## src/rtl/uart_transceiver_pkg.sv

```systemverilog
// Shared definitions for the UART transceiver: FSM state encoding and bit-timing constants.
package uart_transceiver_pkg;

    typedef enum logic [2:0] {
        ST_IDLE   = 3'd0,
        ST_START  = 3'd1,
        ST_DATA   = 3'd2,
        ST_PARITY = 3'd3,
        ST_STOP   = 3'd4
    } uart_state_t;

    localparam int TICKS_PER_BIT = 16;
    localparam int TICK_CNT_W    = $clog2(TICKS_PER_BIT);

    localparam logic [TICK_CNT_W-1:0] TICK_LAST = TICK_CNT_W'(TICKS_PER_BIT - 1);
    localparam logic [TICK_CNT_W-1:0] TICK_HALF = TICK_CNT_W'(TICKS_PER_BIT / 2 - 1);

endpackage

```

## src/rtl/uart_baud_tick.sv

```systemverilog
// Free-running oversampling tick generator; one o_tick pulse every TICK_DIV clocks.
module uart_baud_tick #(
    parameter int TICK_DIV = 4
) (
    input  logic i_clock,
    input  logic i_reset,
    output logic o_tick
);

    localparam int CNT_W = (TICK_DIV > 1) ? $clog2(TICK_DIV) : 1;

    logic [CNT_W-1:0] r_count;

    assign o_tick = (r_count == CNT_W'(TICK_DIV - 1));

    // NOTE: sequential state uses non-blocking assignments so every flop samples pre-edge values.
    always_ff @(posedge i_clock or negedge i_reset) begin
        if (!i_reset) begin
            r_count <= '0;
        end else if (o_tick) begin
            r_count <= '0;
        end else begin
            r_count <= r_count + 1'b1;
        end
    end

endmodule

```

## src/rtl/uart_transceiver.sv

```systemverilog
// Full-duplex UART: independent TX and RX FSMs sharing one 16x oversampling tick.
module uart_transceiver
    import uart_transceiver_pkg::*;
#(
    parameter int DATA_WIDTH   = 8,
    parameter int STOP_WIDTH   = 1,
    parameter int PARITY_WIDTH = 1,
    parameter int TICK_DIV     = 4
) (
    input  logic                    i_clock,
    input  logic                    i_reset,
    input  logic                    i_rx_data,
    input  logic                    i_tx_signal,
    input  logic [DATA_WIDTH-1:0]   i_tx_result,
    input  logic [PARITY_WIDTH-1:0] i_parity,
    output logic                    o_rx_done,
    output logic [DATA_WIDTH-1:0]   o_rx_data,
    output logic [PARITY_WIDTH-1:0] o_parity,
    output logic                    o_tx_data,
    output logic                    o_tx_done,
    output logic                    o_tx_available
);

    localparam int BIT_CNT_W = $clog2(DATA_WIDTH + STOP_WIDTH + 1);
    localparam logic [BIT_CNT_W-1:0] DATA_LAST = BIT_CNT_W'(DATA_WIDTH - 1);
    localparam logic [BIT_CNT_W-1:0] STOP_LAST = BIT_CNT_W'(STOP_WIDTH - 1);
    localparam uart_state_t AFTER_DATA = (PARITY_WIDTH != 0) ? ST_PARITY : ST_STOP;

    logic w_tick;

    uart_baud_tick #(.TICK_DIV(TICK_DIV)) u_baud_tick (
        .i_clock (i_clock),
        .i_reset (i_reset),
        .o_tick  (w_tick)
    );

    // ---------------- transmitter ----------------
    uart_state_t            r_tx_state, w_tx_state_next;
    logic [TICK_CNT_W-1:0]  r_tx_tick,  w_tx_tick_next;
    logic [BIT_CNT_W-1:0]   r_tx_bit,   w_tx_bit_next;
    logic [DATA_WIDTH-1:0]  r_tx_shift, w_tx_shift_next;
    logic                   r_tx_par,   w_tx_par_next;
    logic                   r_tx_line,  w_tx_line_next;
    logic                   r_tx_done,  w_tx_done_next;
    logic                   r_tx_avail;
    logic                   w_tx_bit_end;

    assign w_tx_bit_end = w_tick && (r_tx_tick == TICK_LAST);

    // NOTE: every combinational output gets a default first, so no path can infer a latch.
    always_comb begin
        w_tx_state_next = r_tx_state;
        w_tx_tick_next  = w_tick ? r_tx_tick + 1'b1 : r_tx_tick;
        w_tx_bit_next   = r_tx_bit;
        w_tx_shift_next = r_tx_shift;
        w_tx_par_next   = r_tx_par;
        w_tx_done_next  = 1'b0;
        w_tx_line_next  = 1'b1;
        case (r_tx_state)
            ST_IDLE: begin
                w_tx_tick_next = '0;
                w_tx_bit_next  = '0;
                if (i_tx_signal) begin
                    w_tx_shift_next = i_tx_result;
                    w_tx_par_next   = (^i_tx_result) ^ i_parity[0];
                    w_tx_state_next = ST_START;
                end
            end
            ST_START: if (w_tx_bit_end) begin
                w_tx_tick_next  = '0;
                w_tx_state_next = ST_DATA;
            end
            ST_DATA: if (w_tx_bit_end) begin
                w_tx_tick_next = '0;
                if (r_tx_bit == DATA_LAST) begin
                    w_tx_bit_next   = '0;
                    w_tx_state_next = AFTER_DATA;
                end else begin
                    w_tx_bit_next   = r_tx_bit + 1'b1;
                    w_tx_shift_next = r_tx_shift >> 1;
                end
            end
            ST_PARITY: if (w_tx_bit_end) begin
                w_tx_tick_next  = '0;
                w_tx_state_next = ST_STOP;
            end
            ST_STOP: if (w_tx_bit_end) begin
                w_tx_tick_next = '0;
                if (r_tx_bit == STOP_LAST) begin
                    w_tx_done_next  = 1'b1;
                    w_tx_state_next = ST_IDLE;
                end else begin
                    w_tx_bit_next = r_tx_bit + 1'b1;
                end
            end
            default: w_tx_state_next = ST_IDLE;
        endcase
        // The line is registered from the next state, so a new bit shows up on the edge that enters it.
        case (w_tx_state_next)
            ST_START:  w_tx_line_next = 1'b0;
            ST_DATA:   w_tx_line_next = w_tx_shift_next[0];
            ST_PARITY: w_tx_line_next = w_tx_par_next;
            default:   w_tx_line_next = 1'b1;
        endcase
    end

    always_ff @(posedge i_clock or negedge i_reset) begin
        if (!i_reset) begin
            r_tx_state <= ST_IDLE;
            r_tx_tick  <= '0;
            r_tx_bit   <= '0;
            r_tx_shift <= '0;
            r_tx_par   <= 1'b0;
            r_tx_line  <= 1'b1;
            r_tx_done  <= 1'b0;
            r_tx_avail <= 1'b1;
        end else begin
            r_tx_state <= w_tx_state_next;
            r_tx_tick  <= w_tx_tick_next;
            r_tx_bit   <= w_tx_bit_next;
            r_tx_shift <= w_tx_shift_next;
            r_tx_par   <= w_tx_par_next;
            r_tx_line  <= w_tx_line_next;
            r_tx_done  <= w_tx_done_next;
            r_tx_avail <= (w_tx_state_next == ST_IDLE);
        end
    end

    // ---------------- receiver ----------------
    logic [1:0]             r_rx_sync;
    logic                   w_rx_line;
    uart_state_t            r_rx_state, w_rx_state_next;
    logic [TICK_CNT_W-1:0]  r_rx_tick,  w_rx_tick_next;
    logic [BIT_CNT_W-1:0]   r_rx_bit,   w_rx_bit_next;
    logic [DATA_WIDTH-1:0]  r_rx_shift, w_rx_shift_next;
    logic                   r_rx_par,   w_rx_par_next;
    logic                   r_rx_err,   w_rx_err_next;
    logic                   r_rx_done,  w_rx_done_next;
    logic [DATA_WIDTH-1:0]  r_rx_data;
    logic                   r_rx_parity;
    logic                   w_rx_bit_end;
    logic                   w_rx_half;

    assign w_rx_line    = r_rx_sync[1];
    assign w_rx_bit_end = w_tick && (r_rx_tick == TICK_LAST);
    assign w_rx_half    = w_tick && (r_rx_tick == TICK_HALF);

    always_comb begin
        w_rx_state_next = r_rx_state;
        w_rx_tick_next  = w_tick ? r_rx_tick + 1'b1 : r_rx_tick;
        w_rx_bit_next   = r_rx_bit;
        w_rx_shift_next = r_rx_shift;
        w_rx_par_next   = r_rx_par;
        w_rx_err_next   = r_rx_err;
        w_rx_done_next  = 1'b0;
        case (r_rx_state)
            ST_IDLE: begin
                w_rx_tick_next = '0;
                w_rx_bit_next  = '0;
                w_rx_err_next  = 1'b0;
                if (!w_rx_line) w_rx_state_next = ST_START;
            end
            ST_START: if (w_rx_half) begin
                w_rx_tick_next  = '0;
                w_rx_state_next = w_rx_line ? ST_IDLE : ST_DATA;
            end
            ST_DATA: if (w_rx_bit_end) begin
                w_rx_tick_next  = '0;
                w_rx_shift_next = {w_rx_line, r_rx_shift[DATA_WIDTH-1:1]};
                if (r_rx_bit == DATA_LAST) begin
                    w_rx_bit_next   = '0;
                    w_rx_state_next = AFTER_DATA;
                end else begin
                    w_rx_bit_next = r_rx_bit + 1'b1;
                end
            end
            ST_PARITY: if (w_rx_bit_end) begin
                w_rx_tick_next  = '0;
                w_rx_par_next   = w_rx_line;
                w_rx_state_next = ST_STOP;
            end
            ST_STOP: begin
                // After a framing error, idle only once the line is high, or a held-low line restarts a frame.
                if (r_rx_err) begin
                    if (w_rx_line) w_rx_state_next = ST_IDLE;
                end else if (w_rx_bit_end) begin
                    w_rx_tick_next = '0;
                    if (!w_rx_line) begin
                        w_rx_err_next = 1'b1;
                    end else if (r_rx_bit == STOP_LAST) begin
                        w_rx_done_next  = 1'b1;
                        w_rx_state_next = ST_IDLE;
                    end else begin
                        w_rx_bit_next = r_rx_bit + 1'b1;
                    end
                end
            end
            default: w_rx_state_next = ST_IDLE;
        endcase
    end

    always_ff @(posedge i_clock or negedge i_reset) begin
        if (!i_reset) begin
            r_rx_sync   <= 2'b11;
            r_rx_state  <= ST_IDLE;
            r_rx_tick   <= '0;
            r_rx_bit    <= '0;
            r_rx_shift  <= '0;
            r_rx_par    <= 1'b0;
            r_rx_err    <= 1'b0;
            r_rx_done   <= 1'b0;
            r_rx_data   <= '0;
            r_rx_parity <= 1'b0;
        end else begin
            r_rx_sync  <= {r_rx_sync[0], i_rx_data};
            r_rx_state <= w_rx_state_next;
            r_rx_tick  <= w_rx_tick_next;
            r_rx_bit   <= w_rx_bit_next;
            r_rx_shift <= w_rx_shift_next;
            r_rx_par   <= w_rx_par_next;
            r_rx_err   <= w_rx_err_next;
            r_rx_done  <= w_rx_done_next;
            if (w_rx_done_next) begin
                r_rx_data   <= w_rx_shift_next;
                r_rx_parity <= w_rx_par_next;
            end
        end
    end

    assign o_tx_data      = r_tx_line;
    assign o_tx_done      = r_tx_done;
    assign o_tx_available = r_tx_avail;
    assign o_rx_done      = r_rx_done;
    assign o_rx_data      = r_rx_data;
    assign o_parity       = PARITY_WIDTH'(r_rx_parity);

endmodule

```

## config.mk

```make
export PLATFORM = sky130hd
export DESIGN_NAME = uart_transceiver
export DESIGN_NICKNAME = d
export VERILOG_FILES = /design/src/rtl/uart_transceiver_pkg.sv /design/src/rtl/uart_baud_tick.sv /design/src/rtl/uart_transceiver.sv
export SDC_FILE = /design/constraint.sdc
export NUM_CORES = 1
export LEC_CHECK = 0
export CAP_MARGIN = 25
export CELL_PAD_IN_SITES_DETAIL_PLACEMENT = 1
export CELL_PAD_IN_SITES_GLOBAL_PLACEMENT = 1
export CORE_MARGIN = 2
export CORE_UTILIZATION = 49
export CTS_CLUSTER_SIZE = 14
export DETAILED_ROUTE_END_ITERATION = 12
export HOLD_SLACK_MARGIN = 0.02
export MAX_ROUTING_LAYER = met4
export PLACE_DENSITY_LB_ADDON = 0.12
export SYNTH_ARGS = -nofsm -noshare
export SYNTH_HDL_FRONTEND = slang
export SYNTH_SLANG_ARGS = --single-unit
```

## constraint.sdc

```tcl
create_clock -name i_clock -period 5.8 [get_ports i_clock]
set_clock_uncertainty 0.1 [all_clocks]
set_input_delay 1.16 -clock i_clock [delete_from_list [all_inputs] [get_ports i_clock]]
set_output_delay 1.16 -clock i_clock [all_outputs]
set_load 0.005 [all_outputs]
```

## Word-level counts from Yosys, hierarchy flattened

Index checks and enable logic that the tools add are counted.

- Add/sub/neg operators: 5
- Eq/ne operators: 35
- Multiplexer cells: 64
- Bitwise gates (word level): 1
- Reductions and logical operators: 19

Operator list:

| cell | count |
|---|---|
| $mux W4 | 16 |
| $mux W3 | 17 |
| $mux W8 | 5 |
| $pmux W3 S5 | 2 |
| $ne A2 B2 Y1 const B | 14 |
| $pmux W4 S3 | 2 |
| $eq A3 B2 Y1 const B | 6 |
| $add A4 B1 Y4 const B | 4 |
| $pmux W4 S4 | 1 |
| $pmux W8 S2 | 1 |
| $mux W1 | 15 |
| $eq A4 B3 Y1 const B | 3 |
| $ne A3 B3 Y1 const B | 4 |
| $eq A3 B1 Y1 const B | 3 |
| $logic_not A3 Y1 | 3 |
| $reduce_and A9 Y1 | 1 |
| $eq A4 B4 Y1 const B | 2 |
| $logic_not A4 Y1 | 2 |
| $pmux W4 S2 | 1 |
| $reduce_and A4 Y1 | 2 |
| $reduce_xor A8 Y1 | 1 |
| $eq A3 B3 Y1 const B | 2 |
| $reduce_and A6 Y1 | 1 |
| $reduce_bool A3 Y1 | 2 |
| 10 further kinds | 14 |

- Flip-flop bits (word level): 58
- Input port bits: 13
- Output and inout port bits: 13
- Logic and storage cells: 144

## Depth between registers and ports, before layout

- Depth in word-level cells: 6
- Gate-level depth with buffers: 7
- Mapped depth without buffers: 6

## By module

From an unflattened synthesis, not the netlist that was laid out.

- Cell total of the unflattened synthesis: 253
- Area total of the unflattened synthesis: 2879.0 sq um

Modules (own cells, without submodules):

| module | times used | cells an instance | area an instance (sq um) | sequential area each (sq um) |
|---|---|---|---|---|
| uart_transceiver | 1 | 249 | 2812.7 | 1406.3 |
| uart_baud_tick | 1 | 4 | 66.3 | 50.0 |

## Least setup slack after synthesis

No wires, ideal clock.

- Kind: input to register
- Start point: input i_tx_result[3]
- End point: register r_tx_par
- Setup time: 0.125 ns
- Arrival: 2.065 ns
- Setup slack: 3.510 ns
- Cell stages on the path: 4
- Cell sequence: xnor2_1 > xnor3_1 > xnor2_1 > mux2_2

- Cells in the longest elaborated chain, start to end: 4

Ends and longest elaborated chain:

| what | RTL line | source |
|---|---|---|
| from (decl) | uart_transceiver.sv:14 | `input logic [DATA_WIDTH-1:0] i_tx_result,` |
| $reduce_xor A8 Y1 | uart_transceiver.sv:65 | `w_tx_par_next = (^i_tx_result) ^ i_parity[0];` |
| $xor A1 B1 Y1 | uart_transceiver.sv:65 |  |
| $mux W1 | uart_transceiver.sv:63 | `if (i_tx_signal) begin` |
| $mux W1 | uart_transceiver.sv:59 | `case (r_tx_state)` |
| net w_tx_par_next | uart_transceiver.sv:42 | `logic r_tx_par, w_tx_par_next;` |
| to (signal assigned) | uart_transceiver.sv:122 | `r_tx_par <= w_tx_par_next;` |
| to (decl) | uart_transceiver.sv:42 |  |

The timed path passes the listed nets, and every way through them passes these cells.
A chain may end at the register's enable or synchronous reset.

## Worst setup path in the final report

- Start point: register u_baud_tick.r_count[0]
- End point: register r_tx_line (netlist: o_tx_data)

- Cells in the longest elaborated chain, start to end: 6
- Elaborated cells between the ends (all ways): 13

Ends and longest elaborated chain:

| what | RTL line | source |
|---|---|---|
| from (decl) | uart_baud_tick.sv:12 | `logic [CNT_W-1:0] r_count;` |
| from (signal assigned) | uart_baud_tick.sv:23 | `r_count <= r_count + 1'b1;` |
| $eq A2 B2 Y1 (*) | uart_baud_tick.sv:14 | `assign o_tick = (r_count == CNT_W'(TICK_DIV - 1));` |
| $logic_and A1 B1 Y1 (*) | uart_transceiver.sv:48 | `assign w_tx_bit_end = w_tick && (r_tx_tick == TICK_LAST);` |
| $mux W3 (on tied branches) | -- |  |
| $pmux W3 S5 | uart_transceiver.sv:59 |  |
| $eq A3 B2 Y1 or $eq A3 B1 Y1 (tied branches) | uart_transceiver.sv:99 | `case (w_tx_state_next)` |
| $pmux W1 S3 (*) | uart_transceiver.sv:99 |  |
| net w_tx_line_next | uart_transceiver.sv:43 | `logic r_tx_line, w_tx_line_next;` |
| to (signal assigned) | uart_transceiver.sv:123 | `r_tx_line <= w_tx_line_next;` |
| to (decl) | uart_transceiver.sv:43 |  |

Mark *: on every way through the listed nets, which the timed path passes. The rest lies on a longest branch. The select of a mux whose other input is x is not followed.

==> flow_metrics.tcl <==
set metrics [dict create \
    rsz0062_at_grt "false" \
    cts-resized-gates 0 \
    leakage_nw 1.52 \
    vias_per_cell 5.79 \
    fin_ws_ns 3.10 \
    antenna_left 0 \
    maxCapViolCount 0 \
    hold_viol 0 \
    dr_wl_met2_um 3400 \
    rr_worst_depth 5 \
    arrival_ns 2.85 \
    design_area_um2 3390 \
    h-tree-depth 3 \
    synth_edf_count 0 \
    end_kind "flip-flop" \
    finalWeightedCongestion 0.840 \
    holdCritPathClass "flip-flop to flip-flop" \
    pre_cts_slack_ns 2.92 \
    cp-start-kind "flip-flop" \
    drive_gt1_frac 0.184 \
    postSynthAreaPerCell_um2 11.5 \
    nets 298 \
    first_pass_iters 4 \
    cts_buffer_depth 2 \
    clkTransAtPathRegs_ns 0.07 \
    pin_count 26 \
    yosysSeqAreaShare 0.505 \
    clk_latency_ns 0.33 \
    chipHeight_um 80.8 \
    drc 0 \
    num_rows 27 \
    root_buffer "clkbuf_8" \
    synth-seq-cells 58 \
    critPathKind "flip-flop to flip-flop" \
    highest_layer "met4" \
    status "completed" \
    cts_buffers 9 \
    slew_headroom 0.513 \
    cp_max_fo 14 \
    hpwl_um 4310 \
    ir_worst_vdd_mv 0.165 \
    worstHoldStart "r_rx_sync[0]" \
    syn-cell-area_um2 2890 \
    wl_per_cell_um 18.0 \
    whs_path_depth 0 \
    wl_met3_um 114 \
    layout_min_cycle_time_ns 2.70 \
    max_freq_ghz 0.370 \
    grt_usage 0.229 \
    power.density_nw_per_um2 313 \
    diodes 0 \
    grt_pass1_wl_um 10900 \
    ys.flop_type "dfrtp_1" \
    setup_viol 0 \
    synth_nets 271 \
    drv_slew 0 \
    io_buffer_count 25 \
    crit_required_ns 5.95 \
    vias 2057 \
    start_util 0.515 \
    tightest_slew_ns 0.731 \
    synth_cells 251 \
    synth.distinct_cells 57 \
    core_area_um2 5610 \
    fin_crit_sh 0.466 \
    placed_cell_area_um2 3190 \
    post_cts_buffers 0 \
    grt_pass1_vias 2156 \
    area_growth_syn_to_layout_pct 17.3 \
    rr_startpoint "u_baud_tick.r_count[0]" \
    routedLengthMet1_um 2840 \
    worstReg2RegEnd "o_tx_data" \
    yosysWarningCount 0 \
    setup_tns_ns 0 \
    cts_hold_buf 0 \
    antenna_found_initial 0 \
    cts_tree "done" \
    routed_wl_um 6390 \
    dr.first_iter.drc_count 72 \
    dieArea_um2 6520 \
    grt_max_degree 59 \
    r2r_slack_ns 3.10 \
    hold_end "r_rx_sync[1]" \
    synthArstFlopShare 1.00 \
    overflow 0 \
    numClockSinks 58 \
    die_w_um 80.8 \
]
==> critical path, cell delays in order (launching register included) <==
cell,delay (ns)
dfrtp_1,0.35
ha_1,0.58
nand4_1,0.44
nor4_2,0.75
a22oi_1,0.18
a31oi_1,0.22
==> metal layers <==
metal  up-vias  GRT usage
li1        980          -
met1      1047      0.284
met2        26      0.377
met3         4     0.0444
met4         0     0.0847
met5         -          -
==> placed cells by master (no fill, tap or decap), types with 2 or more instances in the layout <==
master and count:
o22ai_1 2, inv_1 11, a22o_1 7, mux2_1 2, nor2_1 17, clkbuf_8 10
dfrtp_1 54, clkinv_2 2, o21a_1 2, a21oi_1 12, a31oi_1 2, dfstp_2 4
nor2b_1 5, or3_1 3, clkinvlp_4 2, clkdlybuf4s50_1 24, o211ai_1 2, nor3_1 4
nand3_1 3, o31ai_1 2, nor3b_1 3, nand3b_1 3, nand2b_1 3, mux2_2 19
xnor2_1 8, xor2_1 5, ha_1 7, o21ai_0 9, a21o_1 8, nand2_1 7
o2111ai_1 4, and4_1 2, mux2i_1 2, nand4_1 4
==> worst max-delay path by stage <==
| stage | from | end | slack [ns] |
|---|---|---|---|
| finish | u_baud_tick.r_count[0] | o_tx_data | 3.10 |
| global route | u_baud_tick.r_count[0] | o_tx_data | 2.79 |
| CTS | u_baud_tick.r_count[0] | o_tx_data | 3.10 |
| detailed placement | i_tx_result[3] | r_tx_par | 2.92 |
| global placement | i_tx_result[4] | r_tx_par | 3.00 |
| floorplan | i_tx_result[3] | r_tx_par | 3.51 |
==> per-stage QoR <==
step / total power [mW] / hold slack [ns] / std cells / utilization
global placement: 0.685 / 0.246 / 339 / 0.569
finish: 1.06 / 0.267 / 355 / 0.604
global route: 1.12 / 0.267 / 355 / 0.604
CTS: 1.07 / 0.264 / 355 / 0.604
floorplan: 0.633 / 0.245 / 251 / -
detailed placement: 0.700 / 0.254 / 339 / 0.569
==> Yosys cell counts (2+ instances only) <==
master	n	area (µm²)
nand4_1	4	25.0
o31ai_1	2	15.0
o22ai_1	2	12.5
a21o_1	8	60.1
and4_1	2	17.5
dfstp_2	4	105
nand2_1	7	26.3
o21ai_0	9	45.0
or3_1	3	18.8
nor3_1	4	20.0
mux2i_1	2	20.0
a21oi_1	12	60.1
dfrtp_1	54	1350
ha_1	7	87.6
nor3b_1	3	22.5
nor2b_1	5	31.3
nand2b_1	3	18.8
o211ai_1	2	15.0
o2111ai_1	4	35.0
clkbuf_1	9	33.8
xor2_1	5	43.8
o21a_1	2	15.0
mux2_1	2	22.5
inv_1	11	41.3
mux2_2	19	214
a22o_1	7	61.3
a31oi_1	2	12.5
nor2_1	17	63.8
nand3_1	3	15.0
xnor2_1	8	70.1
nand3b_1	3	22.5
==> state kept, by name (all words and copies together) (netlist names), 2 cells and up <==
name / count
r_rx_tick: 4
o_rx_data: 8
r_rx_sync: 2
r_tx_bit: 4
r_tx_state: 3
r_rx_state: 3
u_baud_tick.r_count: 2
r_tx_shift: 8
r_rx_bit: 4
r_rx_shift: 8
r_tx_tick: 4
==> final cells by class <==
class | instances | area [µm²]
clock buffer | 11 | 141
sequential | 58 | 1460
fill | 618 | 2220
multi-input combinational | 172 | 1350
inverter | 11 | 41.3
clock inverter | 5 | 55.1
timing repair buffer | 26 | 253
tap | 72 | 90.1
==> report_power, final <==
| part | switching (mW) | internal [mW] |
|---|---|---|
| Sequential | 0.0638 | 0.464 |
| Combinational | 0.0852 | 0.0801 |
| Clock | 0.159 | 0.209 |
| Total | 0.308 | 0.753 |
==> kinds of logic after synthesis <==
group	share of synthesized area
flops	0.505
simple gates	0.146
fa+ha+maj	0.0338
mux	0.0941
xor+xnor	0.0472
compound gates	0.147
buf+inv	0.0277
No activity file was read; power rests on OpenSTA's default activity.
